--- src/rtl/pipe_stage_reg.sv ---
`default_nettype none
// ============================================================================
//  Module   : pipe_stage_reg
//  Purpose  : Multi-lane pipeline stage register with per-lane valid bits,
//             valid/ready backpressure via a two-entry skid buffer, whole
//             stage flush and per-lane kill of the main entry.
//  Ports    : clk, areset_n         - clock, async active-low reset
//             in_valid/in_data      - incoming bundle (lane i at [i*WIDTH +: WIDTH])
//             in_ready              - registered accept indication
//             out_valid/out_data    - held bundle (main entry), kill-masked valid
//             out_ready             - downstream accept
//             flush                 - synchronous squash of all held bundles
//             kill_mask             - per-lane squash of the main entry
//             occupancy             - number of bundles held (0..2)
//  Revision : 1.0 - initial release
// ============================================================================
module pipe_stage_reg #(
    parameter int                 WIDTH       = 32,
    parameter int                 LANES       = 2,
    parameter logic [WIDTH-1:0]   RESET_VALUE = '0
) (
    input  logic                     clk,
    input  logic                     areset_n,
    input  logic [LANES-1:0]         in_valid,
    input  logic [LANES*WIDTH-1:0]   in_data,
    output logic                     in_ready,
    output logic [LANES-1:0]         out_valid,
    output logic [LANES*WIDTH-1:0]   out_data,
    input  logic                     out_ready,
    input  logic                     flush,
    input  logic [LANES-1:0]         kill_mask,
    output logic [1:0]               occupancy
);

    // State encoding doubles as the occupancy count.
    typedef enum logic [1:0] {
        S_EMPTY = 2'd0,
        S_ONE   = 2'd1,
        S_FULL  = 2'd2
    } state_t;

    localparam logic [LANES*WIDTH-1:0] c_RESET_BUNDLE = {LANES{RESET_VALUE}};

    state_t                    r_state_q,      w_state_d;
    logic [LANES-1:0]          r_main_valid_q, w_main_valid_d;
    logic [LANES*WIDTH-1:0]    r_main_data_q,  w_main_data_d;
    logic [LANES-1:0]          r_skid_valid_q, w_skid_valid_d;
    logic [LANES*WIDTH-1:0]    r_skid_data_q,  w_skid_data_d;
    logic                      r_in_ready_q,   w_in_ready_d;

    logic [LANES-1:0]          w_out_valid;
    logic                      w_in_fire;
    logic                      w_out_fire;
    logic                      w_main_free;

    // Kill only masks the main entry; it is the sole combinational path to outputs.
    assign w_out_valid = (r_state_q == S_EMPTY) ? '0 : (r_main_valid_q & ~kill_mask);
    assign w_in_fire   = r_in_ready_q & (|in_valid);
    assign w_out_fire  = out_ready & (|w_out_valid);
    // A fully killed main entry is dropped without waiting for the consumer.
    assign w_main_free = w_out_fire | ((r_state_q != S_EMPTY) & ~(|w_out_valid));

    always_comb begin
        w_state_d      = r_state_q;
        w_main_valid_d = r_main_valid_q & ~kill_mask;
        w_main_data_d  = r_main_data_q;
        w_skid_valid_d = r_skid_valid_q;
        w_skid_data_d  = r_skid_data_q;

        case (r_state_q)
            S_EMPTY: begin
                if (w_in_fire) begin
                    w_state_d      = S_ONE;
                    w_main_valid_d = in_valid;
                    w_main_data_d  = in_data;
                end
            end
            S_ONE: begin
                if (w_main_free && w_in_fire) begin
                    w_main_valid_d = in_valid;
                    w_main_data_d  = in_data;
                end else if (w_main_free) begin
                    w_state_d      = S_EMPTY;
                    w_main_valid_d = '0;
                end else if (w_in_fire) begin
                    w_state_d      = S_FULL;
                    w_skid_valid_d = in_valid;
                    w_skid_data_d  = in_data;
                end
            end
            S_FULL: begin
                if (w_main_free) begin
                    w_state_d      = S_ONE;
                    w_main_valid_d = r_skid_valid_q;
                    w_main_data_d  = r_skid_data_q;
                    w_skid_valid_d = '0;
                end
            end
            default: begin
                w_state_d      = S_EMPTY;
                w_main_valid_d = '0;
                w_skid_valid_d = '0;
            end
        endcase

        // Flush drops everything including a bundle accepted this cycle;
        // payload registers keep their previous contents.
        if (flush) begin
            w_state_d      = S_EMPTY;
            w_main_valid_d = '0;
            w_skid_valid_d = '0;
            w_main_data_d  = r_main_data_q;
            w_skid_data_d  = r_skid_data_q;
        end

        // Ready is registered from the next state so out_ready never reaches in_ready.
        w_in_ready_d = (w_state_d != S_FULL);
    end

    always_ff @(posedge clk or negedge areset_n) begin
        if (!areset_n) begin
            r_state_q      <= S_EMPTY;
            r_main_valid_q <= '0;
            r_main_data_q  <= c_RESET_BUNDLE;
            r_skid_valid_q <= '0;
            r_skid_data_q  <= c_RESET_BUNDLE;
            r_in_ready_q   <= 1'b1;
        end else begin
            r_state_q      <= w_state_d;
            r_main_valid_q <= w_main_valid_d;
            r_main_data_q  <= w_main_data_d;
            r_skid_valid_q <= w_skid_valid_d;
            r_skid_data_q  <= w_skid_data_d;
            r_in_ready_q   <= w_in_ready_d;
        end
    end

    assign in_ready  = r_in_ready_q;
    assign out_valid = w_out_valid;
    assign out_data  = r_main_data_q;
    assign occupancy = r_state_q;

endmodule
`default_nettype wire

--- config.mk ---
export PLATFORM = sky130hd
export DESIGN_NAME = pipe_stage_reg
export DESIGN_NICKNAME = d
export VERILOG_FILES = /design/src/rtl/pipe_stage_reg.sv
export SDC_FILE = /design/constraint.sdc
export NUM_CORES = 1
export LEC_CHECK = 0
export BUFFER_PORTS_ARGS = -buffer_cell sky130_fd_sc_hd__buf_2
export CORE_MARGIN = 2
export CORE_UTILIZATION = 39
export DETAILED_ROUTE_END_ITERATION = 8
export GPL_ROUTABILITY_DRIVEN = 0
export PLACE_DENSITY = 0.64
export SYNTH_ARGS = -nofsm -noshare
export SYNTH_HDL_FRONTEND = slang
export SYNTH_SLANG_ARGS = --single-unit
--- constraint.sdc ---
create_clock -name clk -period 1.76 [get_ports clk]
set_input_delay 0.176 -clock clk [delete_from_list [all_inputs] [get_ports clk]]
set_output_delay 0.176 -clock clk [all_outputs]
set_load 0.01 [all_outputs]
==> run_results.csv <==
group,metric,value,unit
finish,area_growth_syn_to_layout,39.1,%
routing,totalWireLength,13400,µm
floorplanning,die_h,128,µm
placement,preCtsSetupSlack,-6.63,ps
worst_setup_path,crit_arrival,2030,ps
sta,maxSlewHeadroom,71.5,%
placement,port_buffers,140,
status,status,"completed",
sta,fin_crit,1750,ps
yosys,synth_seq_area_share,56.0,%
worst_setup_path,critical_path_class,"flop to flop",
pwr,power.density,1090,nW/µm²
routing,via_count,3972,
routing,first_pass_iters,4,
cts,cts_buffers,17,
floorplanning,dieArea,16500,µm²
sta,finClkSkew,9.11,ps
finish,nNetsFinal,674,
global_routing,grt_overflow_total,0,
sta,hold-worst-slack,14.6,ps
cts,htreeDepth,4,
pwr,p_total,9170,µW
finish,final_cells,798,
cts,cts.sinks,135,
sta,finalHoldViolCount,0,
yosys,synth-main-ff-cell,"dfrtp_1",
yosys,syn_inst,394,
routing,initialDrtViolationCount,132,
global_routing,track_usage,16.1,%
worst_setup_path,r2r_start,"in_ready",
yosys,synth_cell_types,26,
routing,drcViolationCount,0,
worst_setup_path,critical_path.startpoint,"in_ready",
global_routing,grt_pass1_wl,20700,µm
run,maxCapViolCount,0,
sta,final_max_slew_viol_count,0,
global_routing,grt_pass1_vias,4095,
finish,fillers,1246,
routing,ant_nets,0,
finish,layout-drive-gt1-share,56.2,%
sta,setup-tns-final,0,ps
worst_setup_path,worstPathRequired,2040,ps
yosys,synth_edf_count,0,
placement,hpwlAfterDp,8270,µm
yosys,synth_warnings,0,
worst_setup_path,startpoint_type,"flop",
worst_hold_path,hold_class,"input port to flop",
cts,cts.path.max_buffers,2,
floorplanning,ioPinCount,141,
yosys,synth-seq-cells,135,
sta,setup_violations,0,
pwr,leakagePower,0.00391,µW
floorplanning,coreArea,15100,µm²
cts,clk_pin_slew,50,ps
worst_setup_path,end_kind,"flop",
global_routing,antenna_found_initial,0,
global_routing,grt_max_degree,79,
floorplanning,die_w,128,µm
worst_hold_path,hp-start,"in_data[49]",
yosys,async_flop_share,100,%
cts,tritoncts,"yes",
sta,worst_slew_pin_slew,428,ps
floorplanning,start_util,39.9,%
cts,insertion_delay,410,ps
placement,dp_cells,721,
pwr,irDropWorstVdd,0.734,mV
routing,via_per_inst,4.98,
worst_setup_path,crit_path_max_fanout,20,
cts,clk_root_buffer_cell,"clkbuf_16",
sta,fmax,570,MHz
sta,fin_ws,6.89,ps
sta,post-route-period-util,99.6,%
yosys,syn_avg_cell_area,15.3,µm²
routing,wl_per_cell,16.8,µm
floorplanning,row_count,45,
finish,diodes,0,
yosys,syn-cell-area,6040,µm²
yosys,synth_nets,466,
sta,rsz0062_at_grt,"yes",
## final timing paths
path                                endpoint  slack (ps)  cells after the start
setup / recovery                out_data[26]           7                      6
hold / removal             r_skid_data_q[49]          10                      2
setup reg to reg                out_data[26]           7                      6
hold reg to reg            r_skid_data_q[43]         480                      1
max in group asynchronous       out_data[34]        1050                      3
min in group asynchronous  r_skid_data_q[17]         320                      3
## power by group
group	switching, µW	total, µW	internal, µW
clock network	1200	3360	2160
logic	685	1690	1000
registers	332	4130	3800
total	2220	9170	6960
## kinds of logic (layout without fill, tap and decap cells)
kind of cell    count (synthesis)  after routing  synth area share (%)
simple gates                   20             20                  1.89
buf+inv                        24            240                  3.21
compound gates                 22             22                  2.96
flops                         135            135                  56.0
mux                           192            192                  35.8
xor+xnor                        1              1                 0.145
## metrics by stage
step           util [%]  cell area, µm²
2_1_floorplan         -            6110
3_5_place_dp       47.1            7140
3_3_place_gp       47.1            7140
6_report           55.4            8400
4_1_cts            53.4            8080
5_1_grt            55.4            8400
## registers in the layout, indices dropped and copies added (netlist names)
register and cells:
r_skid_valid_q 2, r_main_valid_q 2, occupancy 2, in_ready 1
out_data 64, r_skid_data_q 64
## worst max-delay path, cell delays in order, from the launching register on
cell,delay (ps)
dfstp_2,550
o21ai_4,80
nand2b_4,150
o2bb2ai_4,150
buf_12,170
buf_16,180
mux2_1,340
## cell usage in the layout, fill, tap and decap left out, types with 6 or more instances in the layout
cell type,synthesis,layout
mux2_1,88,60
nor2_1,7,6
clkbuf_16,0,23
a21oi_1,6,6
buf_4,3,15
buf_12,0,9
dfrtp_1,134,134
mux2_4,0,28
buf_2,8,139
mux2_2,104,104
dlygate4sd3_1,0,39
## Yosys cell counts, drive strengths merged (2+ instances only)
library cell	count	area (µm²)
a211oi	3	22.5
a21oi	6	30.0
a22o	3	26.3
a31oi	2	12.5
buf	22	186
clkbuf	2	7.51
dfrtp	134	3350
mux2	192	2160
nand2b	4	25.0
nor2	7	26.3
nor2b	2	12.5
nor3	2	21.3
o21ai	3	18.8
o32ai	3	26.3
or2	3	18.8
## layer usage
layer	track usage, %	wire (µm)	up-vias
met1	20.8	6170	2020
met5	0	0	-
met4	4.65	109	0
li1	-	-	1844
met2	26.2	6580	95
met3	4.91	551	13
## area by class of cell
class	count	area, µm²	share of cell area (%)
clock buffer	23	478	5.69
clock inverter	4	72.6	0.864
multi-input combinational	235	2610	31.1
sequential	135	3380	40.3
tap	188	235	2.80
timing repair buffer	213	1620	19.3
## repair_timing
item	CTS	global route
pin swaps	0	2
hold buffers	39	0
cloned	0	6
setup endpoints to repair	13	125
resized for setup	1	27
setup buffers	0	5
hold endpoints to repair	172	0
Power figures use the tool's default switching activity.
